<file path="src/rtl/dmem_arb_pkg.sv">
// dmem_arb_pkg
// Purpose : shared types and default constants for the data-memory arbiter.
//           Imported by the arbiter RTL, its interface and its testbench.
// Contents: arb_state_e  - arbiter FSM states
//           DEF_*        - default parameter values
//           ctr_width()  - width needed to hold the starvation limit
package dmem_arb_pkg;

  localparam int DEF_ADDR_W       = 32;
  localparam int DEF_DATA_W       = 32;
  localparam int DEF_STARVE_LIMIT = 4;

  typedef enum logic [1:0] {
    IDLE    = 2'd0,
    CORE_RD = 2'd1,
    HOST_RD = 2'd2
  } arb_state_e;

  // Bits needed to count from 0 up to and including 'limit'.
  function automatic int ctr_width(input int limit);
    if (limit < 1) begin
      return 1;
    end else begin
      return $clog2(limit + 1);
    end
  endfunction

endpackage

</file>
<file path="src/rtl/dmem_arbiter_if.sv">
// dmem_arbiter_if
// Purpose : bundles the three buses around the data-memory arbiter.
// Signals : core side   - MemWriteM, MemReadM, ALUResultM, WriteDataM,
//                         ReadDataM, StallM
//           host side   - host_valid, host_we, host_addr, host_wdata,
//                         host_ready, host_rvalid, host_rdata
//           memory side - mem_en, mem_we, mem_addr (word index), mem_wdata,
//                         mem_rdata (one-cycle synchronous read data)
// Modports: slave  - arbiter view
//           master - environment view (core, host and memory together)
interface dmem_arbiter_if
  import dmem_arb_pkg::*;
#(
  parameter int ADDR_W = DEF_ADDR_W,
  parameter int DATA_W = DEF_DATA_W
);

  // core
  logic              MemWriteM;
  logic              MemReadM;
  logic [ADDR_W-1:0] ALUResultM;
  logic [DATA_W-1:0] WriteDataM;
  logic [DATA_W-1:0] ReadDataM;
  logic              StallM;

  // host
  logic              host_valid;
  logic              host_we;
  logic [ADDR_W-1:0] host_addr;
  logic [DATA_W-1:0] host_wdata;
  logic              host_ready;
  logic              host_rvalid;
  logic [DATA_W-1:0] host_rdata;

  // memory
  logic              mem_en;
  logic              mem_we;
  logic [ADDR_W-3:0] mem_addr;
  logic [DATA_W-1:0] mem_wdata;
  logic [DATA_W-1:0] mem_rdata;

  modport slave (
    input  MemWriteM, MemReadM, ALUResultM, WriteDataM,
    output ReadDataM, StallM,
    input  host_valid, host_we, host_addr, host_wdata,
    output host_ready, host_rvalid, host_rdata,
    output mem_en, mem_we, mem_addr, mem_wdata,
    input  mem_rdata
  );

  modport master (
    output MemWriteM, MemReadM, ALUResultM, WriteDataM,
    input  ReadDataM, StallM,
    output host_valid, host_we, host_addr, host_wdata,
    input  host_ready, host_rvalid, host_rdata,
    input  mem_en, mem_we, mem_addr, mem_wdata,
    output mem_rdata
  );

endinterface

</file>
<file path="src/rtl/arb_starve_ctr.sv">
// arb_starve_ctr
// Purpose : counts cycles the host has been kept waiting and flags when the
//           wait has reached LIMIT so the arbiter must serve the host next.
// Ports   : clk         - clock
//           reset       - synchronous active-high reset, clears the count
//           wait_cyc    - host is requesting and was not granted this cycle
//           grant       - host was granted this cycle, clears the count
//           force_grant - count has reached LIMIT
module arb_starve_ctr
  import dmem_arb_pkg::*;
#(
  parameter int LIMIT = DEF_STARVE_LIMIT
) (
  input  logic clk,
  input  logic reset,
  input  logic wait_cyc,
  input  logic grant,
  output logic force_grant
);

  localparam int              CNT_W   = ctr_width(LIMIT);
  localparam logic [CNT_W-1:0] LIMIT_C = CNT_W'(LIMIT);

  logic [CNT_W-1:0] count_r;

  // Saturating wait counter; a grant always wins over a wait in the same cycle.
  always_ff @(posedge clk) begin
    if (reset) begin
      count_r <= {CNT_W{1'b0}};
    end else if (grant) begin
      count_r <= {CNT_W{1'b0}};
    end else if (wait_cyc && (count_r < LIMIT_C)) begin
      count_r <= count_r + CNT_W'(1);
    end else begin
      count_r <= count_r;
    end
  end

  assign force_grant = (count_r >= LIMIT_C);

endmodule

</file>
<file path="src/rtl/dmem_arbiter.sv">
// dmem_arbiter
// Purpose : shares one single-port, one-cycle-read data memory between the
//           pipeline M stage (core) and an external host port. Arbitration
//           and memory issue happen only in IDLE; reads spend one extra
//           cycle in CORE_RD / HOST_RD to return the memory word.
// Ports   : clk   - clock, all state on the rising edge
//           reset - synchronous active-high reset; drops any read in flight
//           bus   - dmem_arbiter_if.slave (core, host and memory buses)
// Build   : DMEM_ARB_FAIR_EN defined   -> host wait counter (arb_starve_ctr)
//                                         forces a host grant after
//                                         STARVE_LIMIT waiting cycles.
//           DMEM_ARB_FAIR_EN undefined -> strict core priority.
module dmem_arbiter
  import dmem_arb_pkg::*;
#(
  parameter int ADDR_W       = DEF_ADDR_W,
  parameter int DATA_W       = DEF_DATA_W,
  parameter int STARVE_LIMIT = DEF_STARVE_LIMIT
) (
  input  logic          clk,
  input  logic          reset,
  dmem_arbiter_if.slave bus
);

  arb_state_e        state_r;
  arb_state_e        state_next_s;

  logic              core_req_s;
  logic              host_grant_s;
  logic              force_host_s;
  logic              mem_en_s;
  logic              mem_we_s;
  logic              stall_s;
  logic              host_ready_s;
  logic              host_rvalid_s;
  logic [ADDR_W-3:0] core_word_s;
  logic [ADDR_W-3:0] host_word_s;
  logic [ADDR_W-3:0] mem_addr_s;
  logic [DATA_W-1:0] mem_wdata_s;
  logic [DATA_W-1:0] rd_word_s;
  logic              unused_addr_bits_s;

  assign core_req_s  = bus.MemWriteM | bus.MemReadM;
  assign core_word_s = bus.ALUResultM[ADDR_W-1:2];
  assign host_word_s = bus.host_addr[ADDR_W-1:2];
  // Byte offsets are meaningless to a word-wide memory.
  assign unused_addr_bits_s = ^{bus.ALUResultM[1:0], bus.host_addr[1:0]};

`ifdef DMEM_ARB_FAIR_EN
  arb_starve_ctr #(
    .LIMIT (STARVE_LIMIT)
  ) u_starve_ctr (
    .clk         (clk),
    .reset       (reset),
    .wait_cyc    (bus.host_valid & ~host_grant_s),
    .grant       (host_grant_s),
    .force_grant (force_host_s)
  );
`else
  localparam int unused_starve_limit = STARVE_LIMIT;
  assign force_host_s = 1'b0;
`endif

  // FSM state register; reset abandons CORE_RD/HOST_RD so no data is returned.
  always_ff @(posedge clk) begin
    if (reset) begin
      state_r <= IDLE;
    end else begin
      state_r <= state_next_s;
    end
  end

  // Next-state, grant decision and memory/handshake outputs.
  always_comb begin
    state_next_s  = state_r;
    host_grant_s  = 1'b0;
    mem_en_s      = 1'b0;
    mem_we_s      = 1'b0;
    mem_addr_s    = core_word_s;
    mem_wdata_s   = bus.WriteDataM;
    stall_s       = 1'b0;
    host_ready_s  = 1'b0;
    host_rvalid_s = 1'b0;

    if (reset) begin
      state_next_s = IDLE;
    end else begin
      case (state_r)
        IDLE: begin
          if (bus.host_valid && (!core_req_s || force_host_s)) begin
            // Host wins: any core request waits behind it.
            host_grant_s = 1'b1;
            host_ready_s = 1'b1;
            mem_en_s     = 1'b1;
            mem_we_s     = bus.host_we;
            mem_addr_s   = host_word_s;
            mem_wdata_s  = bus.host_wdata;
            stall_s      = core_req_s;
            if (bus.host_we) begin
              state_next_s = IDLE;
            end else begin
              state_next_s = HOST_RD;
            end
          end else if (bus.MemWriteM) begin
            // Stores complete in the issue cycle; also wins over a load.
            mem_en_s     = 1'b1;
            mem_we_s     = 1'b1;
            stall_s      = 1'b0;
            state_next_s = IDLE;
          end else if (bus.MemReadM) begin
            // Loads need the next cycle for the synchronous read data.
            mem_en_s     = 1'b1;
            mem_we_s     = 1'b0;
            stall_s      = 1'b1;
            state_next_s = CORE_RD;
          end else begin
            state_next_s = IDLE;
          end
        end

        CORE_RD: begin
          stall_s      = 1'b0;
          state_next_s = IDLE;
        end

        HOST_RD: begin
          host_rvalid_s = 1'b1;
          // A core request arriving here cannot be served until IDLE.
          stall_s       = core_req_s;
          state_next_s  = IDLE;
        end

        default: begin
          state_next_s = IDLE;
        end
      endcase
    end
  end

  // Read data goes to both consumers; each qualifies it with its own strobe.
  assign rd_word_s       = bus.mem_rdata;
  assign bus.ReadDataM   = rd_word_s;
  assign bus.host_rdata  = rd_word_s;

  assign bus.StallM      = stall_s;
  assign bus.host_ready  = host_ready_s;
  assign bus.host_rvalid = host_rvalid_s;
  assign bus.mem_en      = mem_en_s;
  assign bus.mem_we      = mem_we_s;
  assign bus.mem_addr    = mem_addr_s;
  assign bus.mem_wdata   = mem_wdata_s;

endmodule
</file>
<file path="src/flat_wrapper.sv">
// flat-port wrapper written by rule: the top's interface ports become plain ports
module dmem_arbiter_flat import dmem_arb_pkg::*;
#(
  parameter int ADDR_W       = DEF_ADDR_W,
  parameter int DATA_W       = DEF_DATA_W,
  parameter int STARVE_LIMIT = DEF_STARVE_LIMIT
)
  (clk, reset, bus_MemWriteM, bus_MemReadM, bus_ALUResultM, bus_WriteDataM, bus_ReadDataM, bus_StallM, bus_host_valid, bus_host_we, bus_host_addr, bus_host_wdata, bus_host_ready, bus_host_rvalid, bus_host_rdata, bus_mem_en, bus_mem_we, bus_mem_addr, bus_mem_wdata, bus_mem_rdata);
  dmem_arbiter_if #(.ADDR_W(ADDR_W), .DATA_W(DATA_W)) bus_i ();
  input  logic clk;
  input  logic reset;
  input wire logic [$bits(bus_i.MemWriteM)-1:0] bus_MemWriteM;
  input wire logic [$bits(bus_i.MemReadM)-1:0] bus_MemReadM;
  input wire logic [$bits(bus_i.ALUResultM)-1:0] bus_ALUResultM;
  input wire logic [$bits(bus_i.WriteDataM)-1:0] bus_WriteDataM;
  output wire logic [$bits(bus_i.ReadDataM)-1:0] bus_ReadDataM;
  output wire logic [$bits(bus_i.StallM)-1:0] bus_StallM;
  input wire logic [$bits(bus_i.host_valid)-1:0] bus_host_valid;
  input wire logic [$bits(bus_i.host_we)-1:0] bus_host_we;
  input wire logic [$bits(bus_i.host_addr)-1:0] bus_host_addr;
  input wire logic [$bits(bus_i.host_wdata)-1:0] bus_host_wdata;
  output wire logic [$bits(bus_i.host_ready)-1:0] bus_host_ready;
  output wire logic [$bits(bus_i.host_rvalid)-1:0] bus_host_rvalid;
  output wire logic [$bits(bus_i.host_rdata)-1:0] bus_host_rdata;
  output wire logic [$bits(bus_i.mem_en)-1:0] bus_mem_en;
  output wire logic [$bits(bus_i.mem_we)-1:0] bus_mem_we;
  output wire logic [$bits(bus_i.mem_addr)-1:0] bus_mem_addr;
  output wire logic [$bits(bus_i.mem_wdata)-1:0] bus_mem_wdata;
  input wire logic [$bits(bus_i.mem_rdata)-1:0] bus_mem_rdata;
  assign bus_i.MemWriteM = bus_MemWriteM;
  assign bus_i.MemReadM = bus_MemReadM;
  assign bus_i.ALUResultM = bus_ALUResultM;
  assign bus_i.WriteDataM = bus_WriteDataM;
  assign bus_ReadDataM = bus_i.ReadDataM;
  assign bus_StallM = bus_i.StallM;
  assign bus_i.host_valid = bus_host_valid;
  assign bus_i.host_we = bus_host_we;
  assign bus_i.host_addr = bus_host_addr;
  assign bus_i.host_wdata = bus_host_wdata;
  assign bus_host_ready = bus_i.host_ready;
  assign bus_host_rvalid = bus_i.host_rvalid;
  assign bus_host_rdata = bus_i.host_rdata;
  assign bus_mem_en = bus_i.mem_en;
  assign bus_mem_we = bus_i.mem_we;
  assign bus_mem_addr = bus_i.mem_addr;
  assign bus_mem_wdata = bus_i.mem_wdata;
  assign bus_i.mem_rdata = bus_mem_rdata;
  dmem_arbiter #(.ADDR_W(ADDR_W), .DATA_W(DATA_W), .STARVE_LIMIT(STARVE_LIMIT)) u_core (.clk(clk), .reset(reset), .bus(bus_i));
endmodule
</file>
<file path="config.mk">
export PLATFORM = sky130hd
export DESIGN_NAME = dmem_arbiter_flat
export DESIGN_NICKNAME = d
export VERILOG_FILES = /design/src/rtl/dmem_arb_pkg.sv /design/src/rtl/dmem_arbiter_if.sv /design/src/rtl/arb_starve_ctr.sv /design/src/rtl/dmem_arbiter.sv /design/src/flat_wrapper.sv
export SDC_FILE = /design/constraint.sdc
export NUM_CORES = 1
export LEC_CHECK = 0
export CORE_AREA = 2 2 116 118
export CTS_CLUSTER_SIZE = 14
export DETAILED_ROUTE_END_ITERATION = 6
export DIE_AREA = 0 0 118 120
export GPL_TIMING_DRIVEN = 0
export PLACE_DENSITY_LB_ADDON = 0.3
export SYNTH_ARGS = -nofsm -noshare
export SYNTH_HDL_FRONTEND = slang
export SYNTH_SLANG_ARGS = --single-unit
</file>
<file path="constraint.sdc">
create_clock -name clk -period 1.7 [get_ports clk]
set_clock_uncertainty 0.1 [all_clocks]
set_input_delay 0.34 -clock clk [delete_from_list [all_inputs] [get_ports clk]]
set_output_delay 0.34 -clock clk [all_outputs]
set_load 0.05 [all_outputs]
</file>
# [Word-level counts from Yosys, hierarchy flattened]
# Index checks and enable logic that the tools add are counted.
[word_totals] ff_bits=2 input_bits=166 latch_bits=0 memories=0 mem_bits_rw=0 romBits=0
[classes] add_sub_neg=0 muxes=28 order_cmp=0 shift=0 div=0 n_mul=0 reduce_logical=4 eq_ne=1 bitwise_logic=2
[ops] op="two-way mux 32 bit" n=3
[ops] op="two-way mux 30 bit" n=3
[ops] op="two-way mux 1 bit" n=18
[ops] op="two-way mux 2 bit" n=3
[ops] op="equality test 2 bit, second input constant" n=1
[ops] op="logical NOT 2 bit" n=1
[ops] op="one-hot mux 1 bit (2 select lines)" n=1
[ops] op="OR reduction 2 bit" n=1
[ops] op="logical AND 1 bit" n=1
[ops] op="logical NOT 1 bit" n=1
[ops] op="NOT 1 bit" n=1
[ops] op="bitwise OR 1 bit" n=1

# [Logic depth before layout (Yosys ltp)]
[logic_depth] word_depth=6 ltp_mapped=5

# [Worst setup path after synthesis]
# No wires, ideal clock.
[synth_timing] path_kind="register to output" from="register u_core.state_r[1]" to="output port bus_mem_we" arrival_time_ns=1.824 t_required_ns=1.260 path_slack_ns=-0.564 n_path_buf=1 stages_incl_launch_ff=6 cell_sequence="dfxtp_1 > nor3_2 > nand3_4 > buf_6 > inv_1 > a22o_1"
[synth_between] elab_chain_len=3
[synth_rtl] item="start: declaration" line="dmem_arbiter.sv:25" source="arb_state_e state_r;"
[synth_rtl] item="start signal: assignment" line="dmem_arbiter.sv:69" source="state_r <= state_next_s;"
[synth_rtl] item="logical NOT 2 bit" line="dmem_arbiter.sv:88" source="case (state_r)"
[synth_rtl] item="two-way mux 1 bit" line="dmem_arbiter.sv:88"
[synth_rtl] item="two-way mux 1 bit" line="dmem_arbiter.sv:85" source="if (reset) begin"
[synth_rtl] item="end: declaration" line="flat_wrapper.sv:26" source="output wire logic [$bits(bus_i.mem_we)-1:0] bus_mem_we;"
# Every way passes these cells.

# [Worst setup path after layout]
[layout_timing] from="register u_core.state_r[1]" to="output port bus_mem_wdata[3]"
[layout_between] elab_chain_len=3
[layout_rtl] item="logical NOT 2 bit" line="dmem_arbiter.sv:88"
[layout_rtl] item="two-way mux 32 bit" line="dmem_arbiter.sv:88"
[layout_rtl] item="two-way mux 32 bit" line="dmem_arbiter.sv:85"
[layout_rtl] item="end: declaration" line="flat_wrapper.sv:28" source="output wire logic [$bits(bus_i.mem_wdata)-1:0] bus_mem_wdata;"
# Every way passes these cells.

==> results.sh <==
export IMPL_start_kind="register"
export IMPL_antenna_found_initial=0
export IMPL_final_max_slew_viol_count=0
export IMPL_ys_warn_count=0
export IMPL_period_minus_slack_ns=2.13
export IMPL_cp_data_required_time_ns=1.26
export IMPL_cts_buffer_depth=2
export IMPL_max_cap_viol_count=0
export IMPL_regMostFlops="u_core.state_r"
export IMPL_syn_nets=312
export IMPL_detail_route_antenna_nets=0
export IMPL_post_drt_wl_per_cell_um=12.0
export IMPL_hp_class="in2reg"
export IMPL_ctsHoldBuffers=0
export IMPL_crit_path_end_kind="output pin"
export IMPL_fin_nets=587
export IMPL_dp_hpwl_um=6210
export IMPL_clk_insertion_delay_late_ns=0.22
export IMPL_antenna_cells=0
export IMPL_drt_iter0_markers=15
export IMPL_critPathKind="reg2out"
export IMPL_drt_pass1_iter_count=2
export IMPL_die_area_sq_um=14200
export IMPL_finalSetupViolCount=65
export IMPL_ys_ff_latch=2
export IMPL_finalCritPeriodShare=1.25
export IMPL_synthDominantCellAreaShare=0.547
export IMPL_io_pins=297
export IMPL_crit_fanout=5
export IMPL_vias_per_cell=3.45
export IMPL_cts_tree="done"
export IMPL_num_rows=42
export IMPL_vdd_drop_max_uv=242
export IMPL_clock_root_buffer="clkbuf_16"
export IMPL_drive_above_1_share=0.530
export IMPL_coreArea_sq_um=13000
export IMPL_ys_seq_area_frac=0.0252
export IMPL_layout_commonest_cell="clkdlybuf4s50_1"
export IMPL_outcome="finished with violations"
export IMPL_arrival_ns=1.69
export IMPL_avgSynthCellArea_sq_um=10.9
export IMPL_h_tree_depth=1
export IMPL_tns_ns=-25.82
export IMPL_violations="setup timing"
export IMPL_clkTransAtPathRegs_ns=0.03
export IMPL_grt_max_degree=11
export IMPL_synth_cell_types=16
export IMPL_synth_cells=146
export IMPL_clock_sinks=2
export IMPL_layout_common_cells="189 x clkdlybuf4s50_1, 71 x buf_4, 60 x buf_6"
export IMPL_largestRegisters="u_core.state_r: 2 flops"
export IMPL_die_w_um=118
export IMPL_layout_setup_ws_ns=-0.428
export IMPL_num_fill_cells=1292
export IMPL_cts_buffers=3
export IMPL_synth_area_top_cells="mux2_4 55%, buf_4 30%, buf_6 4.2%"
export IMPL_worstMarginPinSlew_ns=0.500
export IMPL_relSlewSlack=0.666
export IMPL_gp_congestion=0.734
export IMPL_remaining_drc_errors=0
export IMPL_globalRouteOverflowTotal=0
export IMPL_leakagePower_nw=2.26
export IMPL_syn_area_sq_um=1590
export IMPL_die_height_um=120
export IMPL_area_growth_syn_to_layout_pct=201
export IMPL_grt_pass1_vias=2012
export IMPL_final_area_sq_um=4790
export IMPL_grt_total_usage=0.0900
export IMPL_ff2ff_setup_slack_ns=0.31
export IMPL_io_buffers=260
export IMPL_hold_viol=0
export IMPL_yosysTopAreaCell="mux2_4"
export IMPL_routed_wl_um=7120
export IMPL_rsz0062_at_grt="yes"
export IMPL_post_dp_cell_area_sq_um=4440
export IMPL_largest_reg_flops=2
export IMPL_start_util=0.123
export IMPL_vias=2050
export IMPL_p_per_area_nw_per_um2=437
export IMPL_grt_first_pass_wirelength_um=10400
export IMPL_max_freq_mhz=470
## stage by stage
step / hold WS (ns) / worst slack [ns] / power (mW) / utilization / std cells
finish: 0.267 / -0.428 / 2.10 / 0.369 / 595
global placement: 0.360 / -1.43 / 1.67 / 0.342 / 582
CTS: 0.268 / -0.417 / 2.11 / 0.364 / 592
floorplan: 0.305 / -0.255 / 1.03 / - / 146
detailed placement: 0.362 / -1.43 / 1.68 / 0.342 / 582
global route: 0.295 / -0.480 / 2.17 / 0.369 / 595
## cells by family after synthesis
logic type             after synthesis  synth area share
AOI/OAI and AO/OA                    3            0.0157
DFF                                  2            0.0252
muxes                               62             0.575
buffers and inverters               71             0.347
and+or+nand+nor                      8            0.0370
## routing by layer
layer  vias up  wire length [um]  track usage
met1       907              2350       0.0918
met2       146              3980        0.178
met5         -                 0            0
met4         0                56       0.0136
met3         6               730       0.0314
li1        991                 -            -
## critical path: stages, from the launching register on
cell	delay, ns
dfxtp_4	0.34
nor3_4	0.23
nand3_4	0.12
buf_12	0.16
clkbuf_16	0.16
mux2_4	0.30
buf_6	0.15
## layout make-up
cell class | count | area, sq um | share of cell area
buffer | 70 | 601 | 0.125
clock buffer | 3 | 75.1 | 0.0157
inverter | 1 | 7.51 | 0.00157
multi-input combinational | 73 | 1020 | 0.213
sequential | 2 | 47.5 | 0.00992
tap | 176 | 220 | 0.0459
timing repair buffer | 270 | 2820 | 0.588
## synthesized netlist by cell type (all sizes together)
| cell type | instances |
|---|---|
| buf | 70 |
| mux2 | 62 |
| dfxtp | 2 |
| nor2 | 2 |
| a211oi | 1 |
| a22o | 1 |
| inv | 1 |
| nand2 | 1 |
| nand2b | 1 |
| nand3 | 1 |
| nor3 | 1 |
| nor3b | 1 |
| nor4 | 1 |
| o31a | 1 |
## what timing repair did
action,4_1_cts,5_1_grt
buffers inserted,6,2
gates cloned,1,1
gates resized for setup,495,8
pin swaps,3,2
endpoints found under the setup margin,68,66
## report_power, final
part	switching (mW)	internal, mW
registers	0.00161	0.0466
clock network	0.0497	0.299
logic	0.864	0.837
total	0.915	1.18
## path summary, 6_finish.rpt
path,from,to,depth (start not counted)
max,u_core.state_r[1],bus_mem_wdata[3],6
min,reset,u_core.state_r[0],2
max reg2reg,u_core.state_r[1],u_core.state_r[1],6
min reg2reg,u_core.state_r[1],u_core.state_r[0],1
Power figures use the tool's default switching activity.
